File: config.mk
export PLATFORM = sky130hd
export DESIGN_NAME = vga_scanout_flat
export DESIGN_NICKNAME = d
export VERILOG_FILES = /design/src/rtl/vga_scanout_if.sv /design/src/rtl/vga_scanout.sv /design/src/flat_wrapper.sv
export SDC_FILE = /design/constraint.sdc
export NUM_CORES = 1
export LEC_CHECK = 0
export ABC_AREA = 1
export BUFFER_PORTS_ARGS = -buffer_cell sky130_fd_sc_hd__buf_2
export CAP_MARGIN = 10
export CORE_ASPECT_RATIO = 1.75
export CORE_UTILIZATION = 41
export CTS_BUF_LIST = sky130_fd_sc_hd__clkbuf_8 sky130_fd_sc_hd__clkbuf_16
export CTS_CLUSTER_DIAMETER = 150
export DETAILED_ROUTE_END_ITERATION = 12
export GPL_TIMING_DRIVEN = 0
export PLACE_DENSITY = 0.63
export SYNTH_ARGS = -nofsm -noshare
export SYNTH_HDL_FRONTEND = slang
export SYNTH_SLANG_ARGS = --single-unit
File: constraint.sdc
create_clock -name clk -period 1.8 [get_ports clk]
set_clock_uncertainty 0.15 [all_clocks]
set_input_delay 0.27 -clock clk [delete_from_list [all_inputs] [get_ports clk]]
set_output_delay 0.27 -clock clk [all_outputs]
set_load 0.005 [all_outputs]
File: src/rtl/vga_scanout_if.sv
// rtl/vga_scanout_if.sv - frame_buffer read/swap port and VGA output bundle for vga_scanout
interface vga_scanout_if;
  logic        swap_request;
  logic        swap;
  logic        swap_done;
  logic [18:0] read_addr;
  logic        read_data;
  logic        hsync;
  logic        vsync;
  logic        video_on;
  logic [11:0] rgb;

  // scanout side
  modport master (
    input  swap_request, read_data,
    output swap, swap_done, read_addr, hsync, vsync, video_on, rgb
  );

  // frame_buffer / drawing / monitor side
  modport slave (
    output swap_request, read_data,
    input  swap, swap_done, read_addr, hsync, vsync, video_on, rgb
  );
endinterface

File: src/rtl/vga_scanout.sv
// rtl/vga_scanout.sv - VGA timing and 1-bit front-buffer scanout with vblank-aligned buffer swap
// Optional pixel-clock divider is enabled by defining VGA_SCANOUT_PIXEL_DIV_EN (PIXEL_DIV clks per tick).
module vga_scanout #(
  parameter int          H_VISIBLE = 640,
  parameter int          H_FRONT   = 16,
  parameter int          H_SYNC    = 96,
  parameter int          H_BACK    = 48,
  parameter int          V_VISIBLE = 480,
  parameter int          V_FRONT   = 10,
  parameter int          V_SYNC    = 2,
  parameter int          V_BACK    = 33,
  parameter logic [11:0] FG_COLOR  = 12'hFFF,
  parameter logic [11:0] BG_COLOR  = 12'h000,
  parameter int          PIXEL_DIV = 4
) (
  input logic           clk,
  input logic           rst,
  vga_scanout_if.master bus
);

  localparam int H_TOTAL = H_VISIBLE + H_FRONT + H_SYNC + H_BACK;
  localparam int V_TOTAL = V_VISIBLE + V_FRONT + V_SYNC + V_BACK;
  localparam int HW      = $clog2(H_TOTAL);
  localparam int VW      = $clog2(V_TOTAL);

  localparam logic [HW-1:0] H_LAST   = HW'(H_TOTAL - 1);
  localparam logic [HW-1:0] H_VIS    = HW'(H_VISIBLE);
  localparam logic [HW-1:0] HS_FIRST = HW'(H_VISIBLE + H_FRONT);
  localparam logic [HW-1:0] HS_LAST  = HW'(H_VISIBLE + H_FRONT + H_SYNC - 1);
  localparam logic [VW-1:0] V_LAST   = VW'(V_TOTAL - 1);
  localparam logic [VW-1:0] V_VIS    = VW'(V_VISIBLE);
  localparam logic [VW-1:0] VS_FIRST = VW'(V_VISIBLE + V_FRONT);
  localparam logic [VW-1:0] VS_LAST  = VW'(V_VISIBLE + V_FRONT + V_SYNC - 1);

  logic tick;

`ifdef VGA_SCANOUT_PIXEL_DIV_EN
  localparam int            DW       = (PIXEL_DIV > 1) ? $clog2(PIXEL_DIV) : 1;
  localparam logic [DW-1:0] DIV_LAST = DW'(PIXEL_DIV - 1);

  logic [DW-1:0] div_cnt;

  // pixel-tick divider: one tick every PIXEL_DIV clocks, restarting from reset
  always_ff @(posedge clk) begin
    if (rst || tick) begin
      div_cnt <= '0;
    end else begin
      div_cnt <= div_cnt + 1'b1;
    end
  end

  assign tick = (div_cnt == DIV_LAST);
`else
  assign tick = 1'b1;
`endif

  logic [HW-1:0] h_cnt;
  logic [VW-1:0] v_cnt;
  logic          h_wrap;
  logic          v_wrap;
  logic          active;

  assign h_wrap = (h_cnt == H_LAST);
  assign v_wrap = (v_cnt == V_LAST);
  assign active = (h_cnt < H_VIS) && (v_cnt < V_VIS);

  // raster position counters, advancing one pixel per tick
  always_ff @(posedge clk) begin
    if (rst) begin
      h_cnt <= '0;
      v_cnt <= '0;
    end else if (tick) begin
      if (h_wrap) begin
        h_cnt <= '0;
        v_cnt <= v_wrap ? '0 : v_cnt + 1'b1;
      end else begin
        h_cnt <= h_cnt + 1'b1;
      end
    end
  end

  logic [18:0] addr_cnt;

  // linear pixel address: counts only across visible pixels, so no y*width multiply is needed
  always_ff @(posedge clk) begin
    if (rst) begin
      addr_cnt <= '0;
    end else if (tick) begin
      if (h_wrap && v_wrap) begin
        addr_cnt <= '0;
      end else if (active) begin
        addr_cnt <= addr_cnt + 19'd1;
      end
    end
  end

  logic [18:0] read_addr_q;
  logic        act_s1;
  logic        hs_s1;
  logic        vs_s1;

  // stage 1: present the address to frame_buffer and register the position flags alongside it
  always_ff @(posedge clk) begin
    if (rst) begin
      read_addr_q <= '0;
      act_s1      <= 1'b0;
      hs_s1       <= 1'b1;
      vs_s1       <= 1'b1;
    end else if (tick) begin
      read_addr_q <= active ? addr_cnt : 19'd0;
      act_s1      <= active;
      hs_s1       <= !((h_cnt >= HS_FIRST) && (h_cnt <= HS_LAST));
      vs_s1       <= !((v_cnt >= VS_FIRST) && (v_cnt <= VS_LAST));
    end
  end

  logic [11:0] rgb_q;
  logic        video_on_q;
  logic        hsync_q;
  logic        vsync_q;

  // stage 2: colour-expand the returned pixel; syncs ride along so everything leaves aligned
  always_ff @(posedge clk) begin
    if (rst) begin
      rgb_q      <= 12'h000;
      video_on_q <= 1'b0;
      hsync_q    <= 1'b1;
      vsync_q    <= 1'b1;
    end else if (tick) begin
      rgb_q      <= act_s1 ? (bus.read_data ? FG_COLOR : BG_COLOR) : 12'h000;
      video_on_q <= act_s1;
      hsync_q    <= hs_s1;
      vsync_q    <= vs_s1;
    end
  end

  logic pending;
  logic swap_fire;
  logic swap_q;

  // a request arriving in the fire cycle is absorbed by that fire rather than re-arming pending
  assign swap_fire = tick && (h_cnt == '0) && (v_cnt == V_VIS) && (pending || bus.swap_request);

  // swap request latch and the single-clk swap pulse at the first vblank pixel
  always_ff @(posedge clk) begin
    if (rst) begin
      pending <= 1'b0;
      swap_q  <= 1'b0;
    end else begin
      pending <= (pending || bus.swap_request) && !swap_fire;
      swap_q  <= swap_fire;
    end
  end

  assign bus.read_addr = read_addr_q;
  assign bus.rgb       = rgb_q;
  assign bus.video_on  = video_on_q;
  assign bus.hsync     = hsync_q;
  assign bus.vsync     = vsync_q;
  assign bus.swap      = swap_q;
  assign bus.swap_done = swap_q;

endmodule
File: src/flat_wrapper.sv
// flat-port wrapper written by rule: the top's interface ports become plain ports
module vga_scanout_flat 
#(
  parameter int          H_VISIBLE = 640,
  parameter int          H_FRONT   = 16,
  parameter int          H_SYNC    = 96,
  parameter int          H_BACK    = 48,
  parameter int          V_VISIBLE = 480,
  parameter int          V_FRONT   = 10,
  parameter int          V_SYNC    = 2,
  parameter int          V_BACK    = 33,
  parameter logic [11:0] FG_COLOR  = 12'hFFF,
  parameter logic [11:0] BG_COLOR  = 12'h000,
  parameter int          PIXEL_DIV = 4
)
  (clk, rst, bus_swap_request, bus_read_data, bus_swap, bus_swap_done, bus_read_addr, bus_hsync, bus_vsync, bus_video_on, bus_rgb);
  vga_scanout_if bus_i ();
  input logic clk;
  input logic rst;
  input wire logic [$bits(bus_i.swap_request)-1:0] bus_swap_request;
  input wire logic [$bits(bus_i.read_data)-1:0] bus_read_data;
  output wire logic [$bits(bus_i.swap)-1:0] bus_swap;
  output wire logic [$bits(bus_i.swap_done)-1:0] bus_swap_done;
  output wire logic [$bits(bus_i.read_addr)-1:0] bus_read_addr;
  output wire logic [$bits(bus_i.hsync)-1:0] bus_hsync;
  output wire logic [$bits(bus_i.vsync)-1:0] bus_vsync;
  output wire logic [$bits(bus_i.video_on)-1:0] bus_video_on;
  output wire logic [$bits(bus_i.rgb)-1:0] bus_rgb;
  assign bus_i.swap_request = bus_swap_request;
  assign bus_i.read_data = bus_read_data;
  assign bus_swap = bus_i.swap;
  assign bus_swap_done = bus_i.swap_done;
  assign bus_read_addr = bus_i.read_addr;
  assign bus_hsync = bus_i.hsync;
  assign bus_vsync = bus_i.vsync;
  assign bus_video_on = bus_i.video_on;
  assign bus_rgb = bus_i.rgb;
  vga_scanout #(.H_VISIBLE(H_VISIBLE), .H_FRONT(H_FRONT), .H_SYNC(H_SYNC), .H_BACK(H_BACK), .V_VISIBLE(V_VISIBLE), .V_FRONT(V_FRONT), .V_SYNC(V_SYNC), .V_BACK(V_BACK), .FG_COLOR(FG_COLOR), .BG_COLOR(BG_COLOR), .PIXEL_DIV(PIXEL_DIV)) u_core (.clk(clk), .rst(rst), .bus(bus_i));
endmodule
# Yosys cells after proc, flatten, opt, wreduce, memory -nomap -nowiden
# Index checks and enable logic that the tools add are counted.
[word_totals]
ram_bits = 0
mem_count = 0
register_bits = 78
rom_bits = 0
input_bits = 4
latch_bits = 0
output_inout_bits = 36
[op_classes]
shifts = 0
bitwise = 2
reduce_logical = 16
n_div = 0
muxes = 2
addsub = 3
order_cmp = 6
eq_ne = 3
n_mul = 0
[ops]
columns = ["operator", "count"]
rows = [
  ["adder 10 x 1 -> 10 bit, second input constant", 2],
  ["equality test 10 bit, second input constant", 2],
  ["adder 19 x 1 -> 19 bit, second input constant", 1],
  ["2-to-1 mux 12 bit", 1],
  ["equality test 10 x 9 -> 1 bit, second input constant", 1],
  ["greater-or-equal comparator 10 bit, second input constant", 1],
  ["greater-or-equal comparator 10 x 9 -> 1 bit, second input constant", 1],
  ["less-or-equal comparator 10 bit, second input constant", 1],
  ["less-or-equal comparator 10 x 9 -> 1 bit, second input constant", 1],
  ["zero test 10 bit", 1],
  ["less-than comparator 10 bit, second input constant", 1],
  ["less-than comparator 10 x 9 -> 1 bit, second input constant", 1],
  ["2-to-1 mux 10 bit", 1],
  ["OR reduction 2 bit", 4],
  ["logical AND 1 bit", 7],
  ["zero test 1 bit", 3],
  ["NOT 1 bit", 2],
  ["logical OR 1 bit", 1],
]

# Depth between registers and ports, before layout
[logic_depth]
depth_word = 5
depth_mapped = 10

# Least setup slack after synthesis
# No wires, ideal clock.
[synth_timing]
path_kind = "flip-flop to flip-flop"
start = "register u_core.h_cnt[0]"
end = "register u_core.v_cnt[3]"
arrival_time_ns = 1.264
path_slack_ns = 0.275
synth_period_minus_slack_ns = 1.525
required_time_ns = 1.539
path_stages_with_launch = 10
setup_time_ns = 0.111
cell_sequence = "dfxtp_1 -> ha_1 -> nand2_1 -> nor2_4 -> inv_1 -> nor2_2 -> buf_6 -> nand3_1 -> nand2_1 -> nor2_2"
[synth_between]
elab_chain_len = 1
[synth_rtl]
columns = ["item", "line", "rtl"]
rows = [
  ["start, declared", "vga_scanout.sv:57", "logic [HW-1:0] h_cnt;"],
  ["start signal, assigned", "vga_scanout.sv:77", "h_cnt <= h_cnt + 1'b1;"],
  ["equality test 10 bit", "vga_scanout.sv:63", "assign h_wrap = (h_cnt == H_LAST);"],
  ["end signal, assigned", "vga_scanout.sv:75", "v_cnt <= v_wrap ? '0 : v_cnt + 1'b1;"],
  ["end, declared", "vga_scanout.sv:58", "logic [VW-1:0] v_cnt;"],
]
# Every way passes these cells.
# A chain may end at the register's enable or synchronous reset.

# Worst setup path in the final report
[layout_timing]
start = "register u_core.h_cnt[1]"
end = "register u_core.addr_cnt[5]"
[layout_between]
elab_chain_len = 3
[layout_rtl]
columns = ["item", "line", "rtl"]
rows = [
  ["parallel branches: the longest is 3 deep, another holds less-than comparator 10 bit", "n/a", ""],
  ["end signal, assigned", "vga_scanout.sv:92", "addr_cnt <= addr_cnt + 19'd1;"],
  ["end, declared", "vga_scanout.sv:82", "logic [18:0] addr_cnt;"],
]
# Parallel ways; which one is timed is not known.

==> impl_results.md <==
- Gr usage total: 18.7%
- CTS tree: yes
- Dpl cell area: 3420 µm²
- ANT cells: 0
- Antenna viol nets, final: 0
- Final period utilization: 92.9%
- Synth cell types: 32
- Fillers: 738
- # clock sinks: 67
- Net count reported at finish: 493
- Slew HR: 64.0%
- Final HPWL DP: 4830 µm
- Startpoint class of the critical path: register
- Proportion of synthesized area in mux cells: 0%
- Top-area cell type share of the netlist area: 42.9%
- Final worst path period need: 1670 ps
- Min-delay src: bus_read_data
- Root Driver: clkbuf_16
- Flop pwr share: 44.7%
- Achievable Freq: 598 MHz
- Area growth syn-to-layout: 20.9%
- Largest area contributor in the synthesized netlist: dfxtp_1
- Critical Path, Cell by Cell: ha_2, nand2_2, nor2_4, nand3_4, nand2_4, nand2_4, clkinv_2, buf_12, nor2_2
- XOR/XNOR Fraction of Synth Area: 1.40%
- Synth Area in Compound Gates: 4.37%
- Via count: 2,677
- Slew Viols, Final: 0
- # hold bufs at CTS: 0
- Commonest non-fill, non-tap cell in the layout: nand2_1
- Most used flip-flop cell after synthesis: dfxtp_1
- I/O pin total: 40
- Iter 0 DRT Violations: 114
- Placed insts: 556
- Die Height: 117 µm
- Peak VDD IR: 493 µV
- Post-synth ARST share: 0%
- FF-to-FF Start: u_core.h_cnt[1]
- Setup-failing EPs final: 0
- Clock share of power: 48.9%
- Worst-path fanout max: 10
- Slowest cell on the critical path: dfxtp_1
- WL per Instance: 11.5 µm
- Synth area leaders: dfxtp_1 (43%), nand2_1 (11%), inv_1 (8.2%)
- Critical path data arrival time: 1750 ps
- Worst skew pair latency: 340 ps
- Final wirelength: 6570 µm
- Final Wtd Congestion: 0.826
- Final hold violations: 0
- RSZ-0062 raised after global routing: no
- Crit-path most repeated cell: nand2_4
- Layout cell share with drive strength beyond 1: 23.0%
- Switching power: 783 µW
- Worst Path Required: 1880 ps
- Largest family of logic cells by synthesized area: simple AND/OR/NAND/NOR gates
- Drt first pass iters: 4
- Mean post-synth cell area: 7.23 µm²
- Initial core utilization: 42.9%
- Status: complete, no violations
- Cells after Synth: 432
- Setup TNS: 0 ps
- Fin area: 3770 µm²
- CP Launch Point: u_core.h_cnt[1]
- Synth Register Bits: 67
- Yosys warning count: 0
- Worst-margin pin slew: 536 ps
- Die area: 7980 µm²
- Max stage delay on crit path: 360 ps
- Post-Synthesis Net Count: 442
- Most frequent cells in the layout: nand2_1 (87), inv_1 (69), nor2_1 (67)
- Leakage: 0.00176 µW
- Clock Path Buffers: 2
- Crit path capture type: register
- Buffers on Ports: 38
- Area share of and/or/nand/nor cells after synthesis: 34.9%
- Htree depth: 3
- EDFF count, synth: 0
- Sw Share: 22.0%
- Grt total ovfl: 0
- Num rows: 41
- Mapped Area: 3120 µm²
- Setup CP Type: reg -> reg
- Combinational power share: 6.4%
- Vias in the first global route: 2,593
- PwrDens: 942 nW/µm²
- TritonCTS Buffers: 9
- Avg Vias per Cell: 4.67
- Clock transition at the registers of the reported paths: 50 ps
- Register area share after synthesis: 42.9%
- Initial antenna violation count: 0
- Die extent in x: 68.0 µm
- Int Pwr: 2770 µW
- Post-route insts no fill: 573
- Worst hold path type: in -> reg
- Core Area: 7280 µm²
- Largest net degree at the start of global routing: 13
- First-pass GRT wire length: 11,300 µm
- MaxCap Viol Count: 0
- Final Core Density: 51.8%
- DR DRC count: 0
- Post-Synth Adder-Cell Area: 2.40%
==> logic make-up (layout without fill, tap and decap cells) <==
logic type,Yosys count,count (layout)
AOI/OAI and AO/OA,25,25
buffers and inverters,91,146
xor gates and xnor gates,5,5
DFF,67,67
and+or+nand+nor,238,238
adders and majority gates,6,6
==> final cells by class <==
cell class / count / area (µm²) / share of cell area, %
clock inverter: 4 / 42.5 / 1.13
multi-input combinational: 274 / 1390 / 36.7
sequential: 67 / 1350 / 35.6
clock buffer: 11 / 253 / 6.70
timing repair buffer: 40 / 205 / 5.44
tap: 86 / 108 / 2.85
inverter: 71 / 270 / 7.16
buffer: 20 / 166 / 4.41
==> power by group through the flow <==
stage | Sequential, µW | Clock [µW] | Combinational (µW)
final | 1590 | 1740 | 227
after global routing | 1600 | 1840 | 265
after CTS | 1590 | 1770 | 228
after detailed placement | 1620 | 0 | 225
after global placement | 1620 | 0 | 220
after floorplan | 1610 | 0 | 160
==> synthesized netlist by cell type (2+ instances only) <==
cell,instances
xor2_1,5
o22ai_1,2
buf_6,3
o21bai_1,2
nor2_1,68
dfxtp_1,67
nand4_1,7
ha_1,6
buf_4,13
a21oi_1,10
or2_2,2
nand3_1,35
inv_1,68
o21ai_0,10
nand2_2,2
nor2_2,13
nor3_1,9
nor2_4,4
buf_2,3
nand2_1,89
nand2_4,2
nor3b_1,2
==> path summary, 6_finish.rpt <==
| path | end | slack, ps | cells past startpoint |
|---|---|---|---|
| min | u_core.bus.rgb[10] | 30 | 2 |
| max | u_core.addr_cnt[5] | 130 | 9 |
| max reg2reg | u_core.addr_cnt[5] | 130 | 9 |
| min reg2reg | u_core.bus.vsync | 250 | 1 |
==> repair_timing <==
item / 4_1_cts / 5_1_grt
buffers inserted: 0 / 2
setup endpoints to repair: 0 / 33
gates resized for setup: 0 / 14
endpoints found under the hold margin: 0 / 0
==> layer usage <==
metal  GRT usage (%)  up-vias  wire length (µm)
met5               0        -                 0
met4            10.8        0               185
met3            4.84       13               235
met2            32.8       44              3590
met1            18.7     1208              2570
li1                -     1412                 -
==> per-stage QoR <==
step / worst slack (ps) / power, µW / hold slack, ps
detailed placement: 44.3 / 1840 / 248
CTS: 15.3 / 3590 / 21.5
global route: 4.69 / 3710 / 42.8
global placement: 56.6 / 1840 / 242
finish: 128 / 3560 / 28.2
floorplan: 275 / 1770 / 239
==> worst max-delay path, delay by kind of cell, from the launching register on <==
family	cells	cell delay [ps]
fa+ha+maj	1	200
flops	1	360
simple gates	6	630
buf+inv	2	220
==> state kept, by name, summed over array words and instances, names as in the netlist, 10 cells and up <==
name and count:
u_core.h_cnt 10, u_core.v_cnt 10, u_core.bus.read_addr 19, u_core.addr_cnt 19
Power figures use the tool's default switching activity.
